### src/rtl/dmem_arbiter_if.sv
// ----------------------------------------------------------------------------
// dmem_arbiter_if
//   One requester channel of the data-memory arbiter. The arbiter takes one
//   instance per requester (MEM stage, DMA/debug master).
//
//   Signals
//     req    requester -> arbiter  request; sampled only while the arbiter is idle
//     we     requester -> arbiter  1 = write burst, 0 = read burst
//     addr   requester -> arbiter  burst start byte address; bits [1:0] ignored
//     len    requester -> arbiter  burst length minus one
//     wdata  requester -> arbiter  write data for the beat currently acked
//     gnt    arbiter -> requester  high for the whole burst owned by this channel
//     ack    arbiter -> requester  high in each cycle a beat is executed
//     rdata  arbiter -> requester  registered read data
//     rvalid arbiter -> requester  one-cycle pulse per read beat, rdata valid
//
//   Modports
//     master  requester side
//     slave   arbiter side
// ----------------------------------------------------------------------------
interface dmem_arbiter_if #(
    parameter int DATA_W = 32,
    parameter int ADDR_W = 32,
    parameter int LEN_W  = 4
);
    logic              req;
    logic              we;
    logic [ADDR_W-1:0] addr;
    logic [LEN_W-1:0]  len;
    logic [DATA_W-1:0] wdata;
    logic              gnt;
    logic              ack;
    logic [DATA_W-1:0] rdata;
    logic              rvalid;

    modport master (
        output req, we, addr, len, wdata,
        input  gnt, ack, rdata, rvalid
    );

    modport slave (
        input  req, we, addr, len, wdata,
        output gnt, ack, rdata, rvalid
    );
endinterface

### src/rtl/dmem_arbiter.sv
// ----------------------------------------------------------------------------
// dmem_arbiter
//   Two-requester arbiter/sequencer in front of the single-port data memory.
//   Port r0 is the pipeline MEM stage, port r1 a DMA/debug master. A grant
//   covers a burst of len+1 word beats, one beat per cycle, with the beat
//   address stepping by 4. The memory is driven with a combinational-read /
//   posedge-write interface; read data comes back registered.
//
//   Parameters
//     DATA_W    memory word width
//     ADDR_W    byte address width
//     LEN_W     burst length field width (beats = len+1)
//     PRIO_FIX  0: round-robin between simultaneous requests
//               1: r0 always wins simultaneous requests
//
//   Ports
//     clk        clock, all state on posedge
//     rst        synchronous, active-low reset
//     r0, r1     requester channels (dmem_arbiter_if.slave)
//     mem_addr   memory address
//     mem_wdata  memory write data
//     mem_read   memory read enable
//     mem_write  memory write enable
//     mem_rdata  memory read data (combinational)
// ----------------------------------------------------------------------------
module dmem_arbiter #(
    parameter int DATA_W   = 32,
    parameter int ADDR_W   = 32,
    parameter int LEN_W    = 4,
    parameter bit PRIO_FIX = 1'b0
) (
    input  logic              clk,
    input  logic              rst,
    dmem_arbiter_if.slave     r0,
    dmem_arbiter_if.slave     r1,
    output logic [ADDR_W-1:0] mem_addr,
    output logic [DATA_W-1:0] mem_wdata,
    output logic              mem_read,
    output logic              mem_write,
    input  logic [DATA_W-1:0] mem_rdata
);

    typedef enum logic {
        IDLE = 1'b0,
        BUSY = 1'b1
    } state_t;

    state_t            state,   state_nxt;
    logic              owner,   owner_nxt;   // 0 = r0, 1 = r1
    logic              we_q,    we_nxt;
    logic [ADDR_W-1:0] addr_q,  addr_nxt;
    logic [LEN_W-1:0]  cnt_q,   cnt_nxt;     // beats remaining after the current one
    logic              rr_q,    rr_nxt;      // port favoured on the next tie

    logic              busy;
    logic              rd_beat0;
    logic              rd_beat1;
    logic [DATA_W-1:0] rdata0_q, rdata1_q;
    logic              rvalid0_q, rvalid1_q;

    // ------------------------------------------------------------------
    // Next-state / burst bookkeeping
    // ------------------------------------------------------------------
    // NOTE: every variable gets its hold value first so no path through the
    // case leaves one unassigned, which would otherwise infer a latch.
    always_comb begin
        state_nxt = state;
        owner_nxt = owner;
        we_nxt    = we_q;
        addr_nxt  = addr_q;
        cnt_nxt   = cnt_q;
        rr_nxt    = rr_q;

        case (state)
            IDLE: begin
                if (r0.req || r1.req) begin
                    if (r0.req && r1.req)
                        owner_nxt = PRIO_FIX ? 1'b0 : rr_q;
                    else
                        owner_nxt = r1.req;

                    we_nxt    = owner_nxt ? r1.we : r0.we;
                    // Beats are whole words; the byte offset is dropped here once.
                    addr_nxt  = (owner_nxt ? r1.addr : r0.addr) & ~ADDR_W'(3);
                    cnt_nxt   = owner_nxt ? r1.len : r0.len;
                    state_nxt = BUSY;
                end
            end

            BUSY: begin
                addr_nxt = addr_q + ADDR_W'(4);
                if (cnt_q == '0) begin
                    state_nxt = IDLE;
                    rr_nxt    = ~owner;
                end else begin
                    cnt_nxt = cnt_q - LEN_W'(1);
                end
            end

            default: state_nxt = IDLE;
        endcase
    end

    // NOTE: sequential state uses non-blocking assignments so every register
    // samples its inputs from before the edge, independent of statement order.
    always_ff @(posedge clk) begin
        if (!rst) begin
            state  <= IDLE;
            owner  <= 1'b0;
            we_q   <= 1'b0;
            addr_q <= '0;
            cnt_q  <= '0;
            rr_q   <= 1'b0;
        end else begin
            state  <= state_nxt;
            owner  <= owner_nxt;
            we_q   <= we_nxt;
            addr_q <= addr_nxt;
            cnt_q  <= cnt_nxt;
            rr_q   <= rr_nxt;
        end
    end

    // ------------------------------------------------------------------
    // Registered read return
    // ------------------------------------------------------------------
    assign busy     = (state == BUSY);
    assign rd_beat0 = busy && !we_q && !owner;
    assign rd_beat1 = busy && !we_q &&  owner;

    // NOTE: the read-data registers are reset too, because rdata is a visible
    // output that must read 0 after reset, not just a don't-care payload.
    always_ff @(posedge clk) begin
        if (!rst) begin
            rdata0_q  <= '0;
            rdata1_q  <= '0;
            rvalid0_q <= 1'b0;
            rvalid1_q <= 1'b0;
        end else begin
            rvalid0_q <= rd_beat0;
            rvalid1_q <= rd_beat1;
            if (rd_beat0) rdata0_q <= mem_rdata;
            if (rd_beat1) rdata1_q <= mem_rdata;
        end
    end

    // ------------------------------------------------------------------
    // Outputs: grant/ack decoded from registered state only, so the idle
    // port never sees a combinational glitch. With no wait states every
    // granted cycle executes a beat, hence ack == gnt.
    // ------------------------------------------------------------------
    assign r0.gnt    = busy && !owner;
    assign r1.gnt    = busy &&  owner;
    assign r0.ack    = busy && !owner;
    assign r1.ack    = busy &&  owner;
    assign r0.rdata  = rdata0_q;
    assign r1.rdata  = rdata1_q;
    assign r0.rvalid = rvalid0_q;
    assign r1.rvalid = rvalid1_q;

    assign mem_addr  = busy ? addr_q : '0;
    assign mem_write = busy &&  we_q;
    assign mem_read  = busy && !we_q;
    assign mem_wdata = busy ? (owner ? r1.wdata : r0.wdata) : '0;

endmodule
### src/flat_wrapper.sv
// flat-port wrapper written by rule: the top's interface ports become plain ports
module dmem_arbiter_flat 
#(
    parameter int DATA_W   = 32,
    parameter int ADDR_W   = 32,
    parameter int LEN_W    = 4,
    parameter bit PRIO_FIX = 1'b0
)
  (clk, rst, mem_addr, mem_wdata, mem_read, mem_write, mem_rdata, r0_req, r0_we, r0_addr, r0_len, r0_wdata, r0_gnt, r0_ack, r0_rdata, r0_rvalid, r1_req, r1_we, r1_addr, r1_len, r1_wdata, r1_gnt, r1_ack, r1_rdata, r1_rvalid);
  dmem_arbiter_if #(.DATA_W(DATA_W), .ADDR_W(ADDR_W), .LEN_W(LEN_W)) r0_i ();
  dmem_arbiter_if #(.DATA_W(DATA_W), .ADDR_W(ADDR_W), .LEN_W(LEN_W)) r1_i ();
  input  logic clk;
  input  logic rst;
  output logic [ADDR_W-1:0] mem_addr;
  output logic [DATA_W-1:0] mem_wdata;
  output logic mem_read;
  output logic mem_write;
  input  logic [DATA_W-1:0] mem_rdata;
  input wire logic [$bits(r0_i.req)-1:0] r0_req;
  input wire logic [$bits(r0_i.we)-1:0] r0_we;
  input wire logic [$bits(r0_i.addr)-1:0] r0_addr;
  input wire logic [$bits(r0_i.len)-1:0] r0_len;
  input wire logic [$bits(r0_i.wdata)-1:0] r0_wdata;
  output wire logic [$bits(r0_i.gnt)-1:0] r0_gnt;
  output wire logic [$bits(r0_i.ack)-1:0] r0_ack;
  output wire logic [$bits(r0_i.rdata)-1:0] r0_rdata;
  output wire logic [$bits(r0_i.rvalid)-1:0] r0_rvalid;
  input wire logic [$bits(r1_i.req)-1:0] r1_req;
  input wire logic [$bits(r1_i.we)-1:0] r1_we;
  input wire logic [$bits(r1_i.addr)-1:0] r1_addr;
  input wire logic [$bits(r1_i.len)-1:0] r1_len;
  input wire logic [$bits(r1_i.wdata)-1:0] r1_wdata;
  output wire logic [$bits(r1_i.gnt)-1:0] r1_gnt;
  output wire logic [$bits(r1_i.ack)-1:0] r1_ack;
  output wire logic [$bits(r1_i.rdata)-1:0] r1_rdata;
  output wire logic [$bits(r1_i.rvalid)-1:0] r1_rvalid;
  assign r0_i.req = r0_req;
  assign r0_i.we = r0_we;
  assign r0_i.addr = r0_addr;
  assign r0_i.len = r0_len;
  assign r0_i.wdata = r0_wdata;
  assign r0_gnt = r0_i.gnt;
  assign r0_ack = r0_i.ack;
  assign r0_rdata = r0_i.rdata;
  assign r0_rvalid = r0_i.rvalid;
  assign r1_i.req = r1_req;
  assign r1_i.we = r1_we;
  assign r1_i.addr = r1_addr;
  assign r1_i.len = r1_len;
  assign r1_i.wdata = r1_wdata;
  assign r1_gnt = r1_i.gnt;
  assign r1_ack = r1_i.ack;
  assign r1_rdata = r1_i.rdata;
  assign r1_rvalid = r1_i.rvalid;
  dmem_arbiter #(.DATA_W(DATA_W), .ADDR_W(ADDR_W), .LEN_W(LEN_W), .PRIO_FIX(PRIO_FIX)) u_core (.clk(clk), .rst(rst), .r0(r0_i), .r1(r1_i), .mem_addr(mem_addr), .mem_wdata(mem_wdata), .mem_read(mem_read), .mem_write(mem_write), .mem_rdata(mem_rdata));
endmodule
### config.mk
export PLATFORM = sky130hd
export DESIGN_NAME = dmem_arbiter_flat
export DESIGN_NICKNAME = d
export VERILOG_FILES = /design/src/rtl/dmem_arbiter_if.sv /design/src/rtl/dmem_arbiter.sv /design/src/flat_wrapper.sv
export SDC_FILE = /design/constraint.sdc
export NUM_CORES = 1
export LEC_CHECK = 0
export BUFFER_PORTS_ARGS = -buffer_cell sky130_fd_sc_hd__buf_2
export CAP_MARGIN = 20
export CORE_AREA = 2 2 120 122
export DETAILED_ROUTE_END_ITERATION = 12
export DIE_AREA = 0 0 122 124
export HOLD_SLACK_MARGIN = 0.1
export PLACE_DENSITY_LB_ADDON = 0.08
export SLEW_MARGIN = 15
export SYNTH_ARGS = -nofsm -noshare
export SYNTH_HDL_FRONTEND = slang
export SYNTH_SLANG_ARGS = --single-unit
### constraint.sdc
create_clock -name clk -period 2.1 [get_ports clk]
set_input_delay 0.105 -clock clk [delete_from_list [all_inputs] [get_ports clk]]
set_output_delay 0.105 -clock clk [all_outputs]
set_load 0.05 [all_outputs]
# Yosys cells after proc, flatten, opt, wreduce, memory -nomap -nowiden
# Index checks and enable logic that the tools add are counted.
[totals]
regBits = 106
elab_cells = 47
output_inout_bits = 136
[op_classes]
eq_ne = 2
bitwise = 2
mux = 17
reduce_logical = 14
addsub = 2
[op_table]
columns = ["op", "n"]
rows = [
  ["2-to-1 mux 32 bit", 5],
  ["one-hot mux 32 bit (2 select lines)", 1],
  ["adder 32 x 3 -> 32 bit (second input constant)", 1],
  ["2-to-1 mux 4 bit", 3],
  ["one-hot mux 4 bit (2 select lines)", 1],
  ["logical AND 1 bit", 7],
  ["2-to-1 mux 1 bit", 6],
  ["AND reduction 2 bit", 3],
  ["logical NOT 4 bit", 1],
  ["subtractor 4 x 1 -> 4 bit (second input constant)", 1],
  ["logical NOT 1 bit", 2],
  ["inequality test 2 x 1 -> 1 bit (second input constant)", 1],
  ["inequality test 2 bit (second input constant)", 1],
  ["NOT 1 bit", 2],
  ["one-hot mux 1 bit (2 select lines)", 1],
  ["logical OR 1 bit", 1],
]

# Depth between registers and ports, before layout
[depth]
depth_word = 7
ltp_mapped = 8

# Worst setup path after synthesis
# Ideal clock, no wire load.
[synth_timing]
path_type = "register -> output"
startpoint = "register u_core.state, in the netlist u_core.busy"
endpoint = "output r0_gnt"
stages_incl_launch_ff = 7
required_ns = 1.995
n_path_buf = 4
arrival_time_ns = 2.099
setup_slack_ns = -0.104
path_cell_list = "dfxtp_1 > inv_1 > clkbuf_1 > buf_1 > buf_1 > nor2_1 > buf_4"
[synth_between]
elab_chain_cells = 1
[synth_rtl]
columns = ["item", "line", "source"]
rows = [
  ["start: declaration", "dmem_arbiter.sv:48", "state_t state, state_nxt;"],
  ["start signal: assignment", "dmem_arbiter.sv:115", "state <= state_nxt;"],
  ["logical AND 1 bit", "n/a", ""],
  ["end: declaration", "flat_wrapper.sv:24", "output wire logic [$bits(r0_i.gnt)-1:0] r0_gnt;"],
]
# Every way passes these cells.

# Worst setup path after layout
[layout_timing]
startpoint = "register u_core.state, in the netlist u_core.busy"
endpoint = "register u_core.we_q"
[layout_between]
elab_chain_cells = 2
[layout_rtl]
columns = ["item", "line", "source"]
rows = [
  ["NOT 1 bit", "n/a", ""],
  ["AND reduction 2 bit (no line)", "n/a", ""],
  ["end signal: assignment", "dmem_arbiter.sv:117", "we_q <= we_nxt;"],
  ["end: declaration", "dmem_arbiter.sv:50", "logic we_q, we_nxt;"],
]
# Every way passes these cells.
# A chain may end at the register's enable or synchronous reset.

==> impl_metrics.yaml <==
power_and_ir_drop:
  vdd_drop_max_v: 0.0004403
  totalPowerFinal_w: 0.006064
  leakage_nw: 3.646
  p_per_area_nw_per_um2: 763.2
  clockPowerShare_pct: 27.2
  swShare_pct: 39.63
  p_int_w: 0.003661
  p_switching_w: 0.002403
  power_frac_seq_pct: 38.1
  combPwrFrac_pct: 34.7
placed_design:
  gp_congestion: 0.8719
  place_ws_ns: 0.1114
  portBuffers: 303
  place_inst: 1173
  post-dp-hpwl_um: 14440
logic_synthesis:
  synth_edf_count: 0
  synth_area_per_cell_um2: 7.575
  yosysSeqAreaShare_pct: 38.23
  ys.flop_type: "dfxtp_1"
  synth-seq-cells: 104
  async_flop_share_pct: 0
  yosys_warnings: 0
  ys_types: 60
  syn_area_um2: 5446
  synthCells: 719
floorplan:
  fp.dieArea_um2: 15130
  dieWidth_um: 122
  pin_count: 310
  coreArea_um2: 13720
  placementRows: 43
  die_h_um: 124
  initial_core_util_pct: 39.70
critical_path:
  critPathSlowestCell: "dlygate4sd3_1"
  critical_path_arrival_ns: 2.22
  critical_path_class: "reg2reg"
  crit_path_start_kind: "flop"
  reg2reg_from: "u_core.busy$_SDFF_PN0_"
  critical_path.cell_chain: "nor3_2 > buf_4 > nor2_1 > buf_4 > nor2_1 > a311oi_1 > dlygate4sd3_1"
  crit_path_max_fanout: 14
  critPathCaptureType: "flop"
  timing.rr.end: "u_core.we_q$_SDFFE_PN0P_"
  reg2regPathDepth: 7
  worstPathRequired_ns: 2.39
  slowest_delay_ns: 0.58
  r2r_slack_ns: 0.18
routing:
  route.detailed.drc: 0
  first_pass_iters: 4
  drtAntennaViolNets: 0
  routed_wl_um: 19620
  vias_per_cell: 5.064
  routedWlPerCell_um: 15.90
  dr_total_vias: 6249
  first_iter_violations: 309
clock_tree:
  cts_tree: "done"
  cts-root-buf: "clkbuf_16"
  path_clk_slew_ns: 0.07
  htreeDepth: 3
  cts_buffers: 9
  cts_max_path_buffers: 2
  clock_latency_ns: 0.35
  clock_sinks: 104
final_layout:
  mostFrequentLayoutCell: "buf_2"
  nets: 1223
  multi_input_area_um2: 3094
  syn_to_final_growth_pct: 45.88
  layout_common_cells: "303 x buf_2, 165 x nand2_1, 102 x dfxtp_1"
  fin_util_pct: 57.91
  nFillCells: 1362
  register_area_um2: 2090
  finalNonFillerCells: 1234
  layout-drive-gt1-share_pct: 35.30
global_routing:
  overflow: 0
  met2_usage_pct: 44.69
  use_met1_pct: 30.49
  grt_usage_pct: 24.99
  antenna_found_initial: 3
  met3_usage_pct: 4.945
  grt_max_degree: 58
  grt_pass1_wl_um: 29600
  grt_pass1_vias: 5824
  grt.busiest_layer: "met2"
job:
  drv_cap: 0
sta:
  max_freq_ghz: 0.5195
  tightest_slew_ns: 0.5152
  rsz0062_at_grt: "false"
  hold_viol_final: 0
  setup_viol: 0
  fin_crit_ns: 1.925
  setup_slack_ns: 0.1751
  slew_headroom_pct: 65.39
  setup_tns_ns: 0
  fin_crit_sh_pct: 91.66
  finClkSkew_ns: 0.005099
  slew_viol_final: 0
outcome:
  status: "complete, no violations"
min_path:
  whs_endpoint: "u_core.addr_q[12]$_SDFFE_PN0P_"
  min_path_type: "in2reg"
  hp-start: "r1_addr[12]"
  hold_depth: 4
power by group through the flow:
| stage | clock network [W] | logic [W] | registers [W] |
|---|---|---|---|
| after floorplan | 0 | 0.00121 | 0.00256 |
| after global routing | 0.00175 | 0.00226 | 0.00234 |
| after detailed placement | 0 | 0.00203 | 0.00236 |
| final | 0.00165 | 0.00210 | 0.00231 |
| after global placement | 0 | 0.00203 | 0.00235 |
| after CTS | 0.00168 | 0.00211 | 0.00231 |
Yosys cell counts (4+ instances only):
| cell | number | area (µm²) |
|---|---|---|
| a211oi_1 | 5 | 37.54 |
| a21oi_1 | 92 | 460.4 |
| and2_1 | 30 | 187.7 |
| and3_1 | 5 | 31.28 |
| buf_1 | 10 | 37.54 |
| buf_2 | 6 | 30.03 |
| buf_4 | 5 | 37.54 |
| clkbuf_1 | 38 | 142.6 |
| dfxtp_1 | 104 | 2082 |
| inv_1 | 12 | 45.04 |
| mux2_2 | 4 | 45.04 |
| mux2i_1 | 43 | 430.4 |
| nand2_1 | 165 | 619.3 |
| nand3_1 | 9 | 45.04 |
| nand4_1 | 5 | 31.28 |
| nor2_1 | 65 | 244.0 |
| nor3_1 | 13 | 65.06 |
| o211ai_1 | 5 | 37.54 |
| o21a_1 | 6 | 45.04 |
| o21ai_0 | 18 | 90.09 |
| o221ai_1 | 5 | 43.79 |
| o22a_1 | 9 | 78.83 |
| o22ai_1 | 6 | 37.54 |
per-stage QoR:
| step | hold WS (ns) | cell area (µm²) |
|---|---|---|
| after floorplan | 0.2410 | 5453 |
| after global placement | 0.3596 | 7209 |
| after detailed placement | 0.3627 | 7209 |
| after CTS | 0.1158 | 7918 |
| after global routing | 0.1393 | 7945 |
| final | 0.1294 | 7945 |
metal layers:
metal,part of all wire [%],up-vias,routed length (µm)
met2,49,222,9645
li1,-,3144,-
met3,6.4,25,1254
met5,0,-,0
met4,1.9,0,369
met1,43,2858,8353
state kept, by name, indices dropped and copies added (netlist names):
| register | flops |
|---|---|
| u_core.addr_q | 30 |
| u_core.busy | 1 |
| u_core.cnt_q | 4 |
| u_core.owner | 1 |
| u_core.r0.rdata | 32 |
| u_core.r0.rvalid | 1 |
| u_core.r1.rdata | 32 |
| u_core.r1.rvalid | 1 |
| u_core.rr_q | 1 |
| u_core.we_q | 1 |
what timing repair did:
| action | 4_1_cts | 5_1_grt |
|---|---|---|
| hold endpoints to repair | 69 | 0 |
| hold buffers | 42 | 0 |
| buffers inserted | 0 | 0 |
| gates resized for setup | 0 | 5 |
| setup endpoints to repair | 0 | 5 |
how the worst max path moves through the flow:
stage | startpoint | to | slack [ns] | depth (start not counted)
6_report | u_core.busy$_SDFF_PN0_ | u_core.we_q$_SDFFE_PN0P_ | 0.18 | 7
5_1_grt | u_core.addr_q[3]$_SDFFE_PN0P_ | u_core.addr_q[28]$_SDFFE_PN0P_ | 0.05 | 6
4_1_cts | u_core.owner$_SDFFE_PN0P_ | mem_wdata[23] | 0.08 | 4
3_5_place_dp | u_core.addr_q[3]$_SDFFE_PN0P_ | u_core.addr_q[12]$_SDFFE_PN0P_ | 0.11 | 7
3_3_place_gp | u_core.addr_q[3]$_SDFFE_PN0P_ | u_core.addr_q[12]$_SDFFE_PN0P_ | 0.22 | 7
2_1_floorplan | u_core.busy$_SDFF_PN0_ | u_core.r1.rdata[10]$_SDFFE_PN0P_ | 0.02 | 7
final cells by class:
class                           count  share of cell area (%)
Multi-Input combinational cell    545                   38.94
Clock buffer                        9                   2.835
Clock inverter                      7                  0.7874
Tap cell                          180                   2.835
Inverter                           12                  0.5669
Antenna cell                        3                 0.09449
Timing Repair Buffer              374                   27.64
Sequential cell                   104                   26.30
cells by family after synthesis:
kind of cell             synth area share (%)
AO/OA/AOI/OAI                           20.26
XOR/XNOR                               0.4825
adder cells (fa/ha/maj)                0.6893
buffers and inverters                   5.376
flip-flops                              38.23
multiplexers                            8.730
other                                 0.06885
AND/OR/NAND/NOR                         26.17
critical path: cells and delay by family (launching register included):
kind | cells | cell delay (ns)
simple gates | 3 | 0.26
flops | 1 | 0.45
buf+inv | 3 | 0.92
compound gates | 1 | 0.23
(Power assumes the default switching activity.)
